===== src/rtl/i2s_tx_fifo.sv =====
// I2S / left-justified stereo transmitter with a frame FIFO and integrated BCK divider.
// All serial state advances only on BCK falling edges generated from the system clock.
module i2s_tx_fifo #(
    parameter int SAMPLE_BITS = 16,
    parameter int SLOT_BITS   = 32,
    parameter int BCK_DIV     = 4,
    parameter int FIFO_DEPTH  = 4,
    parameter int JUSTIFY     = 0
) (
    input  logic                             clk,
    input  logic                             rst_n,
    input  logic                             i_in_valid,
    output logic                             o_in_ready,
    input  logic [2*SAMPLE_BITS-1:0]         i_in_data,
    input  logic                             i_enable,
    output logic                             o_bck,
    output logic                             o_lrck,
    output logic                             o_sout,
    output logic                             o_underrun,
    output logic [$clog2(FIFO_DEPTH+1)-1:0]  o_fifo_level
);

    localparam int FW    = 2 * SAMPLE_BITS;
    localparam int BC_W  = $clog2(2 * SLOT_BITS);
    localparam int DIV_W = (BCK_DIV > 1) ? $clog2(BCK_DIV) : 1;
    localparam int PTR_W = $clog2(FIFO_DEPTH);
    localparam int LVL_W = $clog2(FIFO_DEPTH + 1);

    localparam logic [BC_W-1:0]  BC_LAST  = BC_W'(2 * SLOT_BITS - 1);
    localparam logic [BC_W-1:0]  BC_SLOT  = BC_W'(SLOT_BITS);
    localparam logic [DIV_W-1:0] DIV_LAST = DIV_W'(BCK_DIV - 1);
    localparam logic [LVL_W-1:0] LVL_FULL = LVL_W'(FIFO_DEPTH);

    // Bit of sample s sent at slot position p; I2S delays the MSB by one BCK.
    function automatic logic f_slot_bit(input logic [SAMPLE_BITS-1:0] s, input int p);
        int   idx;
        logic b;
        idx = SAMPLE_BITS - p - JUSTIFY;
        b   = 1'b0;
        for (int i = 0; i < SAMPLE_BITS; i++) begin
            b = b | ((i == idx) & s[i]);
        end
        return b;
    endfunction

    logic [DIV_W-1:0] r_div;
    logic             r_bck;
    logic [BC_W-1:0]  r_bc;
    logic             r_lrck;
    logic             r_sout;
    logic             r_underrun;
    logic [FW-1:0]    r_frame;
    logic [FW-1:0]    r_mem [FIFO_DEPTH];
    logic [PTR_W-1:0] r_wr_ptr;
    logic [PTR_W-1:0] r_rd_ptr;
    logic [LVL_W-1:0] r_level;

    logic                   w_fall;
    logic                   w_start;
    logic                   w_empty;
    logic                   w_push;
    logic                   w_pop;
    logic [BC_W-1:0]        w_bc_next;
    logic [BC_W-1:0]        w_p;
    logic [FW-1:0]          w_frame_next;
    logic [SAMPLE_BITS-1:0] w_sample;
    logic                   w_lrck_next;
    logic                   w_sout_next;

    assign o_in_ready   = (r_level != LVL_FULL);
    assign o_bck        = r_bck;
    assign o_lrck       = r_lrck;
    assign o_sout       = r_sout;
    assign o_underrun   = r_underrun;
    assign o_fifo_level = r_level;

    // Fall-event detection, frame selection and next serial bit.
    always_comb begin
        w_fall    = i_enable && r_bck && (r_div == DIV_LAST);
        w_start   = w_fall && (r_bc == BC_LAST);
        w_empty   = (r_level == {LVL_W{1'b0}});
        w_push    = i_in_valid && o_in_ready;
        w_pop     = w_start && !w_empty;
        w_bc_next = (r_bc == BC_LAST) ? {BC_W{1'b0}} : (r_bc + BC_W'(1));
        if (w_start) begin
            if (w_empty) begin
                w_frame_next = {FW{1'b0}};
            end else begin
                w_frame_next = r_mem[r_rd_ptr];
            end
        end else begin
            w_frame_next = r_frame;
        end
        w_lrck_next = (w_bc_next >= BC_SLOT);
        w_p         = w_lrck_next ? (w_bc_next - BC_SLOT) : w_bc_next;
        w_sample    = w_lrck_next ? w_frame_next[SAMPLE_BITS-1:0] : w_frame_next[FW-1:SAMPLE_BITS];
        w_sout_next = f_slot_bit(w_sample, int'(w_p));
    end

    // BCK divider, bit counter, frame register and serial outputs.
    always_ff @(posedge clk or negedge rst_n) begin
        if (!rst_n) begin
            r_div      <= {DIV_W{1'b0}};
            r_bck      <= 1'b0;
            r_bc       <= BC_LAST;
            r_lrck     <= 1'b0;
            r_sout     <= 1'b0;
            r_underrun <= 1'b0;
            r_frame    <= {FW{1'b0}};
        end else if (!i_enable) begin
            r_div      <= {DIV_W{1'b0}};
            r_bck      <= 1'b0;
            r_bc       <= BC_LAST;
            r_lrck     <= 1'b0;
            r_sout     <= 1'b0;
            r_underrun <= 1'b0;
        end else begin
            r_underrun <= w_start && w_empty;
            if (r_div == DIV_LAST) begin
                r_div <= {DIV_W{1'b0}};
                r_bck <= ~r_bck;
            end else begin
                r_div <= r_div + DIV_W'(1);
            end
            if (w_fall) begin
                r_bc    <= w_bc_next;
                r_frame <= w_frame_next;
                r_lrck  <= w_lrck_next;
                r_sout  <= w_sout_next;
            end
        end
    end

    // FIFO storage; stale entries are harmless because pointers are reset.
    always_ff @(posedge clk) begin
        if (w_push) begin
            r_mem[r_wr_ptr] <= i_in_data;
        end
    end

    // FIFO pointers and occupancy.
    always_ff @(posedge clk or negedge rst_n) begin
        if (!rst_n) begin
            r_wr_ptr <= {PTR_W{1'b0}};
            r_rd_ptr <= {PTR_W{1'b0}};
            r_level  <= {LVL_W{1'b0}};
        end else begin
            if (w_push) begin
                r_wr_ptr <= r_wr_ptr + PTR_W'(1);
            end
            if (w_pop) begin
                r_rd_ptr <= r_rd_ptr + PTR_W'(1);
            end
            case ({w_push, w_pop})
                2'b10:   r_level <= r_level + LVL_W'(1);
                2'b01:   r_level <= r_level - LVL_W'(1);
                default: r_level <= r_level;
            endcase
        end
    end

endmodule


===== config.mk =====
export PLATFORM = sky130hd
export DESIGN_NAME = i2s_tx_fifo
export DESIGN_NICKNAME = d
export VERILOG_FILES = /design/src/rtl/i2s_tx_fifo.sv
export SDC_FILE = /design/constraint.sdc
export NUM_CORES = 1
export LEC_CHECK = 0
export ABC_AREA = 1
export BUFFER_PORTS_ARGS = -buffer_cell sky130_fd_sc_hd__buf_2
export CAP_MARGIN = 30
export CELL_PAD_IN_SITES_DETAIL_PLACEMENT = 1
export CELL_PAD_IN_SITES_GLOBAL_PLACEMENT = 2
export CORE_MARGIN = 2
export CORE_UTILIZATION = 45
export CTS_BUF_LIST = sky130_fd_sc_hd__clkbuf_8
export CTS_CLUSTER_SIZE = 14
export DETAILED_ROUTE_END_ITERATION = 10
export PLACE_DENSITY = 0.95
export SYNTH_ARGS = -nofsm -noshare
export SYNTH_HDL_FRONTEND = slang
export SYNTH_SLANG_ARGS = --single-unit

===== constraint.sdc =====
create_clock -name clk -period 6.9 [get_ports clk]
set_input_delay 1.38 -clock clk [delete_from_list [all_inputs] [get_ports clk]]
set_output_delay 1.38 -clock clk [all_outputs]
set_load 0.005 [all_outputs]

==> flow_metrics.py <==
metrics = {
    "global_routing": {
        "grt_pass1_vias": 5496,
        "antenna_found_initial": 0,
        "grt_pass1_wl_mm": 28.3,
        "grt_overflow": 0,
        "grt_start_max_net_pins": 67,
        "gr-usage-all-layers_pct": 20.5,
    },
    "setup_path": {
        "critPathKind": "input port to flip-flop",
        "crit_path_start": "i_enable",
        "cp.arrival_ns": 3.83,
        "critPathLaunchType": "input port",
        "rr_startpoint": "r_div[0]$_DFF_PN0_",
        "end_kind": "flip-flop",
        "cp.required_ns": 7.24,
        "path_max_fanout": 34,
    },
    "floorplan": {
        "start_util_pct": 45.9,
        "die_y_um": 134,
        "row_count": 47,
        "coreArea_um2": 16500,
        "die_w_um": 134,
        "io_pins": 44,
        "dieArea_um2": 17800,
    },
    "timing": {
        "rsz0062_at_grt": "false",
        "slew_headroom_pct": 54.3,
        "tns_ns": 0,
        "hold_violations": 0,
        "skew_ns": 0.0119,
        "worst_slew_pin_slew_ns": 0.686,
        "finalMaxSlewViolations": 0,
        "finalSetupViolations": 0,
        "layout_worst_path_cycle_share_pct": 50.5,
        "max_freq_mhz": 287,
        "fin_crit_ns": 3.49,
    },
    "synth": {
        "synth-edff-count": 128,
        "synthArstFlopShare_pct": 28.5,
        "synth_fp_nets": 744,
        "ys.warnings.count": 0,
        "synth_seq_cells": 179,
        "netlist-cell-type-count": 36,
        "synth_area_um2": 7550,
        "ys.flop_type": "edfxtp_1",
        "synth.avg_cell_area_um2": 10.8,
        "synth_top_family_by_area": "simple AND/OR/NAND/NOR gates",
        "synth_compound_area_share_pct": 8.57,
        "synthCells": 696,
        "seq_area_frac_synth_pct": 67.9,
        "synth_mux_area_share_pct": 0,
        "synth-simple-area-share_pct": 16.7,
        "synthAdderAreaFrac_pct": 2.09,
        "synth_xor_area_share_pct": 0.580,
    },
    "worst_hold_path": {
        "hp-start": "r_div[0]$_DFF_PN0_",
        "hold_class": "flip-flop to flip-flop",
    },
    "pwr": {
        "pwr-share-seq_pct": 56.4,
        "total_leakage_power_uw": 0.00355,
        "ir_drop_uv": 127,
        "p_clk_share_pct": 26.6,
        "combPwrFrac_pct": 17.1,
        "p_sw_share_pct": 28.5,
        "p_switching_uw": 718,
        "p_int_uw": 1800,
        "power_density_nw_per_um2": 301,
        "p_total_uw": 2520,
    },
    "flow_run": {
        "max-cap-violations": 0,
    },
    "drt": {
        "drc": 0,
        "antenna_left": 0,
        "wirelength_mm": 17.1,
        "first_iter_violations": 289,
        "vias_per_cell": 5.20,
        "wl_per_cell_um": 17.6,
        "drt-pass1-iter-count": 4,
        "num_vias": 5045,
    },
    "finish": {
        "drive_above_1_share_pct": 13.0,
        "syn_to_final_growth_pct": 10.8,
        "final_cell_mix": "nand2_1, edfxtp_1, nor2_1, o21ai_0, inv_1",
        "antenna-diode-count": 0,
        "fin_util_pct": 50.8,
        "postLayoutCellArea_um2": 8370,
        "final_common_cell": "nand2_1",
        "post_layout_nonfiller_instances": 971,
        "final_nets": 786,
    },
    "clocking": {
        "cts_buffers": 17,
        "clock_sinks": 179,
        "cts-htree-levels": 4,
        "cts_setup_buffers": 0,
        "cts_root_buffer": "clkbuf_8",
        "clk_pin_slew_ns": 0.09,
        "cts_hold_buf": 0,
        "cts_buffer_depth": 2,
        "ctsResizeCount": 0,
        "clk_latency_ns": 0.46,
        "cts_tree": "done",
    },
    "place": {
        "gp_congestion": 0.813,
        "placed_cells": 938,
        "place_area_um2": 7990,
        "dpl.hpwl_mm": 10.8,
        "port_buffers": 43,
    },
    "outcome": {
        "status": "finished clean",
    },
}
worst paths after layout:
check / end / slack (ns) / depth (start not counted)
hold / removal: r_div[0]$_DFF_PN0_ / 0.47 / 1
setup / recovery: o_fifo_level[2]$_DFFE_PN0P_ / 3.41 / 11
setup reg to reg: o_fifo_level[2]$_DFFE_PN0P_ / 3.83 / 11
min in group asynchronous: o_sout$_DFFE_PN0P_ / 1.04 / 2
max in group asynchronous: r_rd_ptr[0]$_DFFE_PN0P_ / 5.36 / 2
hold reg to reg: r_div[0]$_DFF_PN0_ / 0.47 / 1
cells in the mapped netlist, types with 2 or more instances:
cell type	n	area [um^2]
a32o_1	2	20.0
nor2_1	123	462
buf_2	6	30.0
a21oi_1	15	75.1
nor2_8	2	40.0
xor2_1	3	26.3
inv_2	2	7.51
nand2_2	2	12.5
nand2_4	2	22.5
dfrtp_1	45	1130
nand2_1	144	541
clkinv_1	2	7.51
dfstp_2	6	158
o21ai_0	77	385
clkbuf_1	17	63.8
edfxtp_1	128	3840
nand4_1	2	12.5
buf_1	2	7.51
inv_1	43	161
nor3_1	2	10.0
o22ai_1	16	100
a22oi_1	4	30.0
buf_6	2	22.5
buf_4	2	15.0
ha_1	11	138
xnor2_1	2	17.5
o21ai_1	3	15.0
nand3_1	23	115
logic make-up (layout without fill, tap and decap cells):
| logic type | count (synthesis) | in the layout |
|---|---|---|
| and+or+nand+nor | 304 | 304 |
| adders and majority gates | 12 | 12 |
| DFF | 179 | 179 |
| AOI/OAI and AO/OA | 120 | 120 |
| xor gates and xnor gates | 5 | 5 |
| buffers and inverters | 76 | 131 |
metrics by stage:
step,hold slack [ns],worst slack (ns)
after floorplan,0.413,3.56
after global placement,0.427,2.97
after detailed placement,0.453,2.90
after CTS,0.465,3.40
after global routing,0.485,3.11
final,0.466,3.41
worst max-delay path: stages:
cell and delay [ns]:
buf_2 0.10, nand3_1 0.14, inv_1 0.39, nand2_4 0.29
nor2_8 0.46, ha_1 0.23, inv_1 0.07, fa_1 0.37
a21oi_1 0.14, o21ai_0 0.11, xnor2_1 0.14
routing by layer:
layer | wire (um) | part of all wire [%] | vias up | global-route usage [%]
met5 | 0 | 0 | - | 0
met4 | 406 | 2.4 | 0 | 8.69
met3 | 381 | 2.2 | 23 | 3.42
met2 | 8650 | 51 | 80 | 34.9
met1 | 7630 | 45 | 2512 | 26.1
li1 | - | - | 2430 | -
flip-flops by register name, indices dropped and copies added, names as in the netlist, 2 cells and up:
| register | cells |
|---|---|
| r_mem | 128 |
| r_frame | 32 |
| r_bc | 6 |
| o_fifo_level | 3 |
| r_div | 2 |
| r_rd_ptr | 2 |
| r_wr_ptr | 2 |
cell type report:
cell class,instances,area (um^2)
clock buffers,18,248
clock inverters,14,113
flip-flops and latches,179,5130
multi-input cells,441,2120
inverters,47,176
fillers,1823,8100
repair buffers,52,308
well taps,220,275
power groups by stage:
stage | registers [uW] | logic [uW] | clock network [uW]
floorplan | 1430 | 269 | 0
CTS | 1420 | 437 | 685
finish | 1420 | 431 | 670
detailed placement | 1450 | 434 | 0
global route | 1440 | 488 | 725
global placement | 1430 | 408 | 0
(Power assumes the default switching activity.)
